--- src/rtl/regfile_dump_reader_pkg.sv ---
// Shared constants and types for the register-file dump reader.
package regfile_dump_reader_pkg;

   localparam int unsigned DATA_W   = 8;
   localparam int unsigned ADDR_W   = 3;
   localparam int unsigned NUM_REGS = 8;

   // A requested count of 0 means "the whole file".
   localparam int unsigned COUNT_ALL = NUM_REGS;

   typedef enum logic [1:0] {
      IDLE,
      READ,
      SEND,
      DONE
   } state_t;

endpackage

--- src/rtl/regfile_dump_reader_if.sv ---
// Output word stream: valid/ready handshake with a last-word qualifier.
interface regfile_dump_reader_if #(
   parameter int unsigned DATA_W = regfile_dump_reader_pkg::DATA_W
);

   logic [DATA_W-1:0] out_data;
   logic              out_valid;
   logic              out_ready;
   logic              out_last;

   modport master (
      output out_data,
      output out_valid,
      output out_last,
      input  out_ready
   );

   modport slave (
      input  out_data,
      input  out_valid,
      input  out_last,
      output out_ready
   );

endinterface

--- src/rtl/regfile_dump_reader.sv ---
// Walks a wrap-around range of register addresses, samples each word through
// the register file's combinational read port and streams it out.
module regfile_dump_reader #(
   parameter int unsigned DATA_W   = regfile_dump_reader_pkg::DATA_W,
   parameter int unsigned ADDR_W   = regfile_dump_reader_pkg::ADDR_W,
   parameter int unsigned NUM_REGS = regfile_dump_reader_pkg::NUM_REGS
) (
   input  logic                clk,
   input  logic                rst_n,
   input  logic                start,
   input  logic [ADDR_W-1:0]   start_addr,
   input  logic [ADDR_W:0]     count,
   output logic [ADDR_W-1:0]   rf_read_addr,
   input  logic [DATA_W-1:0]   rf_read_data,
   regfile_dump_reader_if.master stream,
   output logic                busy,
   output logic                done
);

   import regfile_dump_reader_pkg::*;

   localparam int unsigned CW = ADDR_W + 1;

   state_t            state_q;
   state_t            state_d;
   logic [ADDR_W-1:0] cur_addr;
   logic [ADDR_W:0]   remaining;
   logic [DATA_W-1:0] data_q;
   logic [ADDR_W:0]   count_eff;
   logic              handshake;

   // Zero and out-of-range counts both collapse to a full-file dump.
   always_comb begin
      count_eff = count;
      if (count == '0) begin
         count_eff = CW'(COUNT_ALL);
      end else if (count > CW'(NUM_REGS)) begin
         count_eff = CW'(NUM_REGS);
      end
   end

   // A word is accepted only while it is being presented.
   always_comb begin
      handshake = (state_q == SEND) && stream.out_ready;
   end

   // State register.
   always_ff @(posedge clk or negedge rst_n) begin
      if (!rst_n) begin
         state_q <= IDLE;
      end else begin
         state_q <= state_d;
      end
   end

   // Next-state logic.
   always_comb begin
      state_d = state_q;
      case (state_q)
         IDLE: if (start) state_d = READ;
         READ: state_d = SEND;
         SEND: begin
            if (handshake) begin
               state_d = (remaining > CW'(1)) ? READ : DONE;
            end
         end
         DONE: state_d = IDLE;
         default: state_d = IDLE;
      endcase
   end

   // Address walk, remaining-word count and captured read data.
   always_ff @(posedge clk or negedge rst_n) begin
      if (!rst_n) begin
         cur_addr  <= '0;
         remaining <= '0;
         data_q    <= '0;
      end else begin
         case (state_q)
            IDLE: begin
               if (start) begin
                  cur_addr  <= start_addr;
                  remaining <= count_eff;
               end
            end
            READ: data_q <= rf_read_data;
            SEND: begin
               if (handshake && (remaining > CW'(1))) begin
                  remaining <= remaining - CW'(1);
                  cur_addr  <= cur_addr + ADDR_W'(1);
               end
            end
            default: ;
         endcase
      end
   end

   // Outputs decoded from state. remaining is frozen between READ and the
   // SEND handshake, so decoding out_last here equals registering it in READ.
   always_comb begin
      rf_read_addr     = cur_addr;
      stream.out_data  = data_q;
      stream.out_valid = (state_q == SEND);
      stream.out_last  = (state_q == SEND) && (remaining == CW'(1));
      busy             = (state_q != IDLE);
      done             = (state_q == DONE);
   end

endmodule

--- src/flat_wrapper.sv ---
// flat-port wrapper written by rule: the top's interface ports become plain ports
module regfile_dump_reader_flat import regfile_dump_reader_pkg::*;
#(
   parameter int unsigned DATA_W   = regfile_dump_reader_pkg::DATA_W,
   parameter int unsigned ADDR_W   = regfile_dump_reader_pkg::ADDR_W,
   parameter int unsigned NUM_REGS = regfile_dump_reader_pkg::NUM_REGS
)
  (clk, rst_n, start, start_addr, count, rf_read_addr, rf_read_data, busy, done, stream_out_data, stream_out_valid, stream_out_last, stream_out_ready);
  regfile_dump_reader_if #(.DATA_W(DATA_W)) stream_i ();
  input  logic clk;
  input  logic rst_n;
  input  logic start;
  input  logic [ADDR_W-1:0] start_addr;
  input  logic [ADDR_W:0] count;
  output logic [ADDR_W-1:0] rf_read_addr;
  input  logic [DATA_W-1:0] rf_read_data;
  output logic busy;
  output logic done;
  output wire logic [$bits(stream_i.out_data)-1:0] stream_out_data;
  output wire logic [$bits(stream_i.out_valid)-1:0] stream_out_valid;
  output wire logic [$bits(stream_i.out_last)-1:0] stream_out_last;
  input wire logic [$bits(stream_i.out_ready)-1:0] stream_out_ready;
  assign stream_out_data = stream_i.out_data;
  assign stream_out_valid = stream_i.out_valid;
  assign stream_out_last = stream_i.out_last;
  assign stream_i.out_ready = stream_out_ready;
  regfile_dump_reader #(.DATA_W(DATA_W), .ADDR_W(ADDR_W), .NUM_REGS(NUM_REGS)) u_core (.clk(clk), .rst_n(rst_n), .start(start), .start_addr(start_addr), .count(count), .rf_read_addr(rf_read_addr), .rf_read_data(rf_read_data), .stream(stream_i), .busy(busy), .done(done));
endmodule
--- config.mk ---
export PLATFORM = sky130hd
export DESIGN_NAME = regfile_dump_reader_flat
export DESIGN_NICKNAME = d
export VERILOG_FILES = /design/src/rtl/regfile_dump_reader_pkg.sv /design/src/rtl/regfile_dump_reader_if.sv /design/src/rtl/regfile_dump_reader.sv /design/src/flat_wrapper.sv
export SDC_FILE = /design/constraint.sdc
export NUM_CORES = 1
export LEC_CHECK = 0
export ABC_AREA = 1
export CORE_MARGIN = 5
export CORE_UTILIZATION = 43
export DETAILED_ROUTE_END_ITERATION = 8
export PLACE_DENSITY = 0.78
export SETUP_SLACK_MARGIN = 0.4
export SLEW_MARGIN = 20
export SYNTH_ARGS = -nofsm -noshare
export SYNTH_HDL_FRONTEND = slang
export SYNTH_SLANG_ARGS = --single-unit
--- constraint.sdc ---
create_clock -name clk -period 1.44 [get_ports clk]
set_input_delay 0.144 -clock clk [delete_from_list [all_inputs] [get_ports clk]]
set_output_delay 0.144 -clock clk [all_outputs]
set_load 0.005 [all_outputs]
==> impl_metrics.json <==
{
  "pre_cts_ws_ns": -0.00488,
  "netlist_instances": 106,
  "timing.reg2reg.worst_path_depth": 7,
  "timing.final.crit_period_ns": 1.45,
  "synthMuxAreaShare_pct": 9.93,
  "dp.final_hpwl_um": 1740,
  "fin_nets": 187,
  "reg2reg_slack_ns": -0.01,
  "maxSlewViolCount": 0,
  "design.portCount": 34,
  "synth-seq-area-share_pct": 46.9,
  "synth_nets": 128,
  "rows": 16,
  "violated_checks": "negative setup slack",
  "status": "finished with violations",
  "clkSinkCount": 17,
  "syn_avg_cell_area_um2": 8.56,
  "fin_area_mm2": 0.00154,
  "worst_path_largest_cell_delay_ns": 0.38,
  "worst-setup-path-type": "flop to flop",
  "ctsRootBufferMaster": "sky130_fd_sc_hd__clkbuf_4",
  "ys_ff_latch": 17,
  "critPathCaptureType": "flop",
  "worst_ep_required_time_ns": 1.61,
  "power_mw": 3.40,
  "grt_max_degree": 18,
  "tritoncts_clock_tree": "built",
  "timing.rr.start": "u_core.remaining[1]$_DFFE_PN0P_",
  "die_width_um": 55.9,
  "critical_path.most_common_cell": "sky130_fd_sc_hd__nand2_1",
  "flow.area_growth_from_synthesis_pct": 69.7,
  "crit_path_start_kind": "flop",
  "first_global_vias": 970,
  "post_drt_wl_per_cell_um": 13.5,
  "worstSkewPairLatency_ns": 0.28,
  "worstReg2RegEnd": "u_core.remaining[0]$_DFFE_PN0P_",
  "fp.dieArea_mm2": 0.00313,
  "drt.antenna.violating_nets": 0,
  "leakage_nw": 0.787,
  "setup_viols_final": 1,
  "hold-worst-slack_ns": 0.166,
  "worst_slew_pin_slew_ns": 0.297,
  "cp_cell_sequence": "inv_2 -> buf_6 -> ha_4 -> o211ai_1 -> nand2_2 -> nand2_1 -> nand2_1",
  "unrepaired_setup_endpoints_after_global_routing": "yes",
  "htree_num_levels": 1,
  "slew_margin_rel_pct": 80.1,
  "min_period_over_period_pct": 101,
  "initial_core_util_pct": 45.8,
  "io_buffers": 33,
  "core_region_area_mm2": 0.00198,
  "numCtsBuffers": 3,
  "highest_clock_rate_mhz": 689,
  "worst_ep_arrival_time_ns": 1.62,
  "dr_total_vias": 920,
  "cp_max_fo": 7,
  "antenna_cells": 0,
  "post_synth_and_or_nand_nor_area_fraction_pct": 26.9,
  "post-route-drc-count": 0,
  "n_fill_cell": 126,
  "grt.overflow.total": 0,
  "synth_adder_area_share_pct": 4.14,
  "yosys.area.top_type": "sky130_fd_sc_hd__dfrtp_1",
  "fp.dieH_um": 55.9,
  "worst_hold_path_type": "input port to asynchronous set/reset pin",
  "setup_tns_ns": -0.0109,
  "drtIter0Drc": 6,
  "number_of_unique_standard_cell_types_used_by_synthesis": 18,
  "fin_ws_ns": -0.0109,
  "synth_top_family_by_area": "simple AND/OR/NAND/NOR gates",
  "max_cap_violations": 0,
  "first_pass_grt_wire_length_um": 4360,
  "routabilityCongestion": 0.785,
  "dpl-instance-area_mm2": 0.00136,
  "hold_violations": 0,
  "final_layout_size_suffix_gt1_share_pct": 45.1,
  "ys.warnings.count": 0,
  "fin_worst_skew_ns": 0.00630,
  "power_density_mw_per_mm2": 2210,
  "synthDominantCellAreaShare_pct": 46.9,
  "post_synth_xor_area_fraction_pct": 0,
  "ir_worst_vdd_v": 0.00160,
  "critical-path-slowest-cell": "sky130_fd_sc_hd__dfrtp_1",
  "clk_path_buf_depth": 2,
  "mappedNetlistArea_um2": 907,
  "antenna_violations_before_repair": 0,
  "ys_top_cells_by_area": "sky130_fd_sc_hd__dfrtp_1 (47%), sky130_fd_sc_hd__nand2_1 (17%), sky130_fd_sc_hd__mux2_2 (9.9%)",
  "grt_use_total_pct": 17.7,
  "first_pass_iters": 3,
  "critical_path.top_delay_family": "flip-flops",
  "timing.critical_path.buf_inv": 2,
  "routed_via_density": 4.82,
  "cts.clk_slew.worst_paths_ns": 0.10,
  "wl_um": 2580,
  "compound_gate_portion_of_the_synthesized_area_pct": 5.93
}
[cell usage in the layout, fill, tap and decap left out, types with 5 or more instances in the layout]
cell / instances
sky130_fd_sc_hd__buf_2: 6
sky130_fd_sc_hd__buf_4: 15
sky130_fd_sc_hd__buf_6: 5
sky130_fd_sc_hd__clkbuf_2: 8
sky130_fd_sc_hd__clkdlybuf4s50_1: 18
sky130_fd_sc_hd__dfrtp_1: 15
sky130_fd_sc_hd__inv_1: 6
sky130_fd_sc_hd__inv_2: 5
sky130_fd_sc_hd__mux2_4: 8
sky130_fd_sc_hd__nand2_1: 34
sky130_fd_sc_hd__nand2_2: 6
sky130_fd_sc_hd__nand3_1: 5
[power by group]
| group | total [mW] | internal, mW | switching (mW) |
|---|---|---|---|
| Clock | 0.252 | 0.107 | 0.144 |
| Sequential | 0.886 | 0.722 | 0.164 |
| Combinational | 2.26 | 1.19 | 1.08 |
[metrics by stage]
step	utilization, %	cells
global placement	68.6	173
global route	77.7	191
finish	77.7	191
floorplan	-	106
detailed placement	68.6	173
CTS	75.5	186
[sequential cells by signal, indices dropped and copies added (netlist names)]
name                    count
u_core.stream.out_data      8
u_core.state_q              2
u_core.remaining            4
u_core.rf_read_addr         3
[routing by layer]
metal | GRT usage (%) | wire, µm | share of wire [%]
met1 | 20.9 | 1120 | 44
met4 | 7.12 | 46 | 1.8
met2 | 28.2 | 1220 | 47
met3 | 7.42 | 183 | 7.1
met5 | 0 | 0 | 0
[how the worst max path moves through the flow]
stage,start,to,cells after the start
floorplan,u_core.remaining[0]$_DFFE_PN0P_,u_core.remaining[0]$_DFFE_PN0P_,5
global placement,u_core.remaining[1]$_DFFE_PN0P_,stream_out_last,5
detailed placement,u_core.remaining[1]$_DFFE_PN0P_,stream_out_last,5
CTS,u_core.remaining[1]$_DFFE_PN0P_,u_core.remaining[0]$_DFFE_PN0P_,7
global route,u_core.remaining[1]$_DFFE_PN0P_,u_core.remaining[0]$_DFFE_PN0P_,7
finish,u_core.remaining[1]$_DFFE_PN0P_,u_core.remaining[0]$_DFFE_PN0P_,7
[kinds of logic after synthesis]
| group | after synthesis |
|---|---|
| adders and majority gates | 3 |
| AOI/OAI and AO/OA | 9 |
| DFF | 17 |
| and+or+nand+nor | 56 |
| buffers and inverters | 13 |
| muxes | 8 |
[repair_timing]
item,CTS,global route
endpoints found under the hold margin,0,0
hold buffers,0,0
setup buffers,8,5
pin swaps,13,9
endpoints found under the setup margin,31,30
resized for setup,60,23
gates cloned,1,0
[area by class of cell]
cell class              count  area (µm²)  share of cell area, %
flip-flops and latches     17         428                   27.8
multi-input cells          77         554                   36.0
repair buffers             54         449                   29.2
well taps                  27        33.8                   2.20
clock buffers               4        26.3                   1.71
inverters                  12        47.5                   3.09
[worst reg2reg max path: cells and delay by family (launching register included)]
kind / cells / cell delay, ns
DFF: 1 / 0.38
AOI/OAI and AO/OA: 1 / 0.27
and+or+nand+nor: 3 / 0.35
adders and majority gates: 1 / 0.16
buffers and inverters: 2 / 0.19
[cell usage after synthesis]
| master | count |
|---|---|
| sky130_fd_sc_hd__nand2_1 | 40 |
| sky130_fd_sc_hd__nand3b_1 | 1 |
| sky130_fd_sc_hd__dfrtp_1 | 17 |
| sky130_fd_sc_hd__nand2_2 | 2 |
| sky130_fd_sc_hd__inv_1 | 8 |
| sky130_fd_sc_hd__o211ai_1 | 2 |
| sky130_fd_sc_hd__o21ai_1 | 2 |
| sky130_fd_sc_hd__or2_2 | 1 |
| sky130_fd_sc_hd__nor2_1 | 4 |
| sky130_fd_sc_hd__a21oi_1 | 1 |
| sky130_fd_sc_hd__mux2_2 | 8 |
| sky130_fd_sc_hd__o21ai_2 | 1 |
| sky130_fd_sc_hd__ha_1 | 3 |
| sky130_fd_sc_hd__inv_2 | 4 |
| sky130_fd_sc_hd__nor2_4 | 2 |
| sky130_fd_sc_hd__buf_6 | 1 |
| sky130_fd_sc_hd__nand3_1 | 6 |
| sky130_fd_sc_hd__o21ai_0 | 3 |
No activity file was read; power rests on OpenSTA's default activity.
==> edit 1 (config.mk and constraints unchanged) <==
Reset style: synchronous (`rst_n`), changed in 2 clocked blocks.
--- a/src/rtl/regfile_dump_reader.sv
+++ b/src/rtl/regfile_dump_reader.sv
@@ -45,7 +45,7 @@
    end
 
    // State register.
-   always_ff @(posedge clk or negedge rst_n) begin
+   always_ff @(posedge clk) begin
       if (!rst_n) begin
          state_q <= IDLE;
       end else begin
@@ -70,7 +70,7 @@
    end
 
    // Address walk, remaining-word count and captured read data.
-   always_ff @(posedge clk or negedge rst_n) begin
+   always_ff @(posedge clk) begin
       if (!rst_n) begin
          cur_addr  <= '0;
          remaining <= '0;
Formal check against the unedited RTL: differs if rst_n is asserted again (counterexample within 4 cycles, from zero or initial values and one cycle with rst_n low); with rst_n held inactive, the same outputs for 10 cycles.
==> edit 1 against the original RTL <==
- die area increased by 0.90%
- routed wire length fell by 3.1%
- design area down 3.1%
- worst setup slack better by 0.14 ns
- sequential cell count stayed put
- area after synthesis increased by 1.1%
Power is not compared: it rests on default switching activity, and its combinational part moved more than twofold at a synthesized area within 25%.
==> edit 1: results (changes against the original RTL) <==
Power and ir drop
  – Sw Ratio: 0.377
  – Worst VDD drop: 0.000718 V
  – LEAKAGE: 0.726 nW

GRT
  – First-pass GRT wire length: 3.96 mm (-9.2%)
  – GRT overflow: 0 (unchanged)
  – Vias in the first global route: 976 (+0.62%)
  – Gr usage total: 0.156 (-0.0208)

Route
  – Starting DRT DRC Count: 21 (+15)
  – Initial DRT Pass Iterations: 4 (+1)
  – Routed WL per cell: 11.2 µm (-17%)
  – Vias/cell: 4.67 (-3.1%)

Critical path
  – Crit-path max FO: 5 (-2)
  – CP arrival: 1.51 ns (-0.11 ns)

Finish
  – Final #Nets: 218 (+17%)
  – Share of layout cells above drive strength 1: 0.303 (-0.149)
  – Filler cells: 157 (+25%)
  – Fin cells: 222 (+16%)

Worst hold path
  – Worst min-delay path class: in2reg

Clock tree
  – Clock-pin slew on the worst setup and hold paths: 0.10 ns (about the same)
  – Clk_lat worst skew: 0.30 ns (+0.02 ns)
  – Number of H-tree levels: 1 (unchanged)
  – Num CTS Buffers: 3 (unchanged)

Run
  – Max-Cap Viols: 0 (unchanged)

Logic synthesis
  – Post-synthesis sequential area ratio: 0.371 (-0.0979)
  – Asr flop ratio synth: 0 (-1.00)
  – Synth area leaders: dfxtp_1, nor2_1, nand2_1
  – Syn Nets: 168 (+31%)
  – Synth Flop Type: dfxtp_1
  – Gate Count Post-Synth: 146 (+38%)
  – Post-synth top cells: nor2_1, nand2_1, dfxtp_1, inv_1, o21ai_0

STA
  – Worst-Margin Slew: 0.261 ns (-0.0360 ns)
  – Clock skew: 0.00130 ns (-0.00500 ns)

Placed design
  – Port buffer count: 33 (unchanged)
  – GP Congestion: 0.755 (-3.8%)
  – HPWL Detailed: 1.68 mm (-3.2%)
  – Placed insts: 207 (+20%)

Outcome
  – Status: complete, no violations
## edit 1: power groups by stage
stage	Combinational, W	Sequential [W]	Clock [W]
global placement	0.000663	0.000650	0
global route	0.000908	0.000669	0.000291
CTS	0.000738	0.000642	0.000269
finish	0.000818	0.000656	0.000261
detailed placement	0.000677	0.000654	0
floorplan	0.000409	0.000647	0
## edit 1: cells by family after synthesis
family,Yosys count,synth area share
buffers and inverters,19,0.0819
DFF,17,0.371
xor gates and xnor gates,1,0.00955
adders and majority gates,3,0.0409
AOI/OAI and AO/OA,18,0.106
and+or+nand+nor,88,0.390
## edit 1: timing repair
| action | CTS | global route |
|---|---|---|
| endpoints found under the setup margin | 31 | 31 |
| pin swaps | 6 | 8 |
| buffers inserted | 7 | 3 |
| resized for setup | 45 | 32 |
| cloned | 1 | 0 |
## edit 1: per-layer routing
metal | up-vias | track usage | routed length [µm]
met1 | 455 | 0.185 | 1150
met2 | 28 | 0.252 | 1130
li1 | 548 | - | -
met3 | 5 | 0.0510 | 153
met4 | 0 | 0.0712 | 55
met5 | - | 0 | 0
## edit 1: path summary, 6_finish.rpt
kind / from / endpoint / slack, ns / cells after the start
worst max-delay path: u_core.remaining[0] / u_core.remaining[0] / 0.13 / 8
worst min-delay path: rf_read_data[5] / u_core.stream.out_data[5] / 0.41 / 3
worst max register to register: u_core.remaining[0] / u_core.remaining[0] / 0.13 / 8
worst min register to register: u_core.rf_read_addr[1] / u_core.rf_read_addr[1] / 0.51 / 2
## edit 1: final cells by class
class / count / area share
Sequential cell: 17 / 0.245
Clock buffer: 4 / 0.0176
Tap cell: 27 / 0.0227
Timing Repair Buffer: 46 / 0.278
Inverter: 17 / 0.0545
Multi-Input combinational cell: 111 / 0.383
## edit 1: stage by stage
stage	setup slack, ns	total power, W	hold slack (ns)	area, µm²
2_1_floorplan	0.279	0.00106	0.279	952
3_3_place_gp	0.0447	0.00131	0.468	1330
3_5_place_dp	0.0297	0.00133	0.479	1330
4_1_cts	0.171	0.00165	0.420	1420
5_1_grt	0.0634	0.00187	0.426	1490
6_report	0.127	0.00173	0.415	1490
## edit 1: worst max-delay path, stage by stage, from the launching register on
cell and delay [ns]:
dfxtp_4 0.40, inv_4 0.05, ha_4 0.16, o21ai_1 0.19, nor2_2 0.10, nor2_4 0.14
nand2_1 0.08, nand2_1 0.07, nor2_1 0.04
==> edit 2 (same settings) <==
Made on the original files. Set the package constant `ADDR_W` to 4 (it was 3).
--- a/src/rtl/regfile_dump_reader_pkg.sv
+++ b/src/rtl/regfile_dump_reader_pkg.sv
@@ -2,7 +2,7 @@
 package regfile_dump_reader_pkg;
 
    localparam int unsigned DATA_W   = 8;
-   localparam int unsigned ADDR_W   = 3;
+   localparam int unsigned ADDR_W   = 4;
    localparam int unsigned NUM_REGS = 8;
 
    // A requested count of 0 means "the whole file".
Ports: changed (resized count, rf_read_addr and start_addr); port bits go from 34 to 37. No check against the original RTL was run, so the function may have changed too.
==> edit 2 against the original RTL <==
- sequential cell count rose by 2
- critical path type unchanged
- area after synthesis increased by 16%
- critical endpoint is now u_core.remaining[3]
- largest cell class unchanged
- via count up 23%
- power increased by 25%
- routed wire length is 29% higher
- worst setup slack improved by 0.030 ns
- design area increased by 21%
- sequential power grew 10%
==> edit 2: results (changes against the original RTL) <==
Finish
  – Multi-input gate share of total cell area: 0.380 (+0.0201)
  – #MultiIn Comb: 100 (+30%)
  – Non-clock inverters: 13 (+1)
  – Buffer share of cell area: 0.298 (+0.00592)
  – Clkbuf count: 3 (-1)
  – Final #Nets: 224 (+20%)

Power and ir drop
  – Int Pwr: 0.00242 W (+20%)
  – LEAKAGE: 0.954 nW (+21%)
  – PwrDens: 2290 nW/µm² (+3.4%)
  – Clock Power Share: 0.066 (-0.008)

Logic synthesis
  – Synth Area in Compound Gates: 0.0320 (-0.0273)
  – Post-synthesis sequential area ratio: 0.451 (-0.0182)
  – Synth unique cells: 20 (+2)
  – Synth area leaders: dfrtp_1, nand2_1, mux2_2

Critical path
  – Crit path max-delay family: simple AND/OR/NAND/NOR gates
  – Crit-path max cell delay: 0.40 ns (+0.02 ns)
  – Crit. Startpoint: u_core.state_q[1]
  – Crit-path max FO: 8 (+1)

STA
  – Hold slack: 0.173 ns (+0.00711 ns)
  – Tcrit/Tclk final: 0.986 (-0.0212)

GRT
  – Pin count of the biggest net entering global routing: 20 (+2)

Clock tree
  – Post-CTS Resized: 90 (+50%)
  – Clk_lat worst skew: 0.31 ns (+0.03 ns)

Placed design
  – HPWL Detailed: 1.93 mm (+11%)

Outcome
  – Status: complete, no violations

Route
  – Met3 WL post-DR: 181 µm (-1.1%)
  – Routed WL per cell: 14.6 µm (+7.9%)
  – Vias/cell: 4.95 (+2.8%)
## edit 2: cell types whose count changed after synthesis, moves of 2 or more
| cell | delta |
|---|---|
| nor2_1 | +4 |
| o211ai_1 | -2 |
| dfrtp_1 | +2 |
| nand3_1 | +3 |
| nand2_1 | +13 |
## edit 2: worst max-delay path by stage
| stage | to | depth (start not counted) |
|---|---|---|
| floorplan | u_core.rf_read_addr[0] | 7 |
| global placement | stream_out_last | 5 |
| detailed placement | stream_out_last | 5 |
| CTS | stream_out_last | 5 |
| global route | u_core.remaining[3] | 10 |
| finish | u_core.remaining[3] | 10 |
## edit 2: kinds of logic after synthesis
logic type,Yosys count
and+or+nand+nor,80
adders and majority gates,3
DFF,19
buffers and inverters,14
muxes,8
AOI/OAI and AO/OA,6
## edit 2: per-stage QoR
step	cell area, µm²	std cells	util
after floorplan	1070	130	-
after global placement	1500	200	0.621
after detailed placement	1500	200	0.621
after CTS	1670	220	0.695
after global routing	1870	229	0.774
final	1870	229	0.774
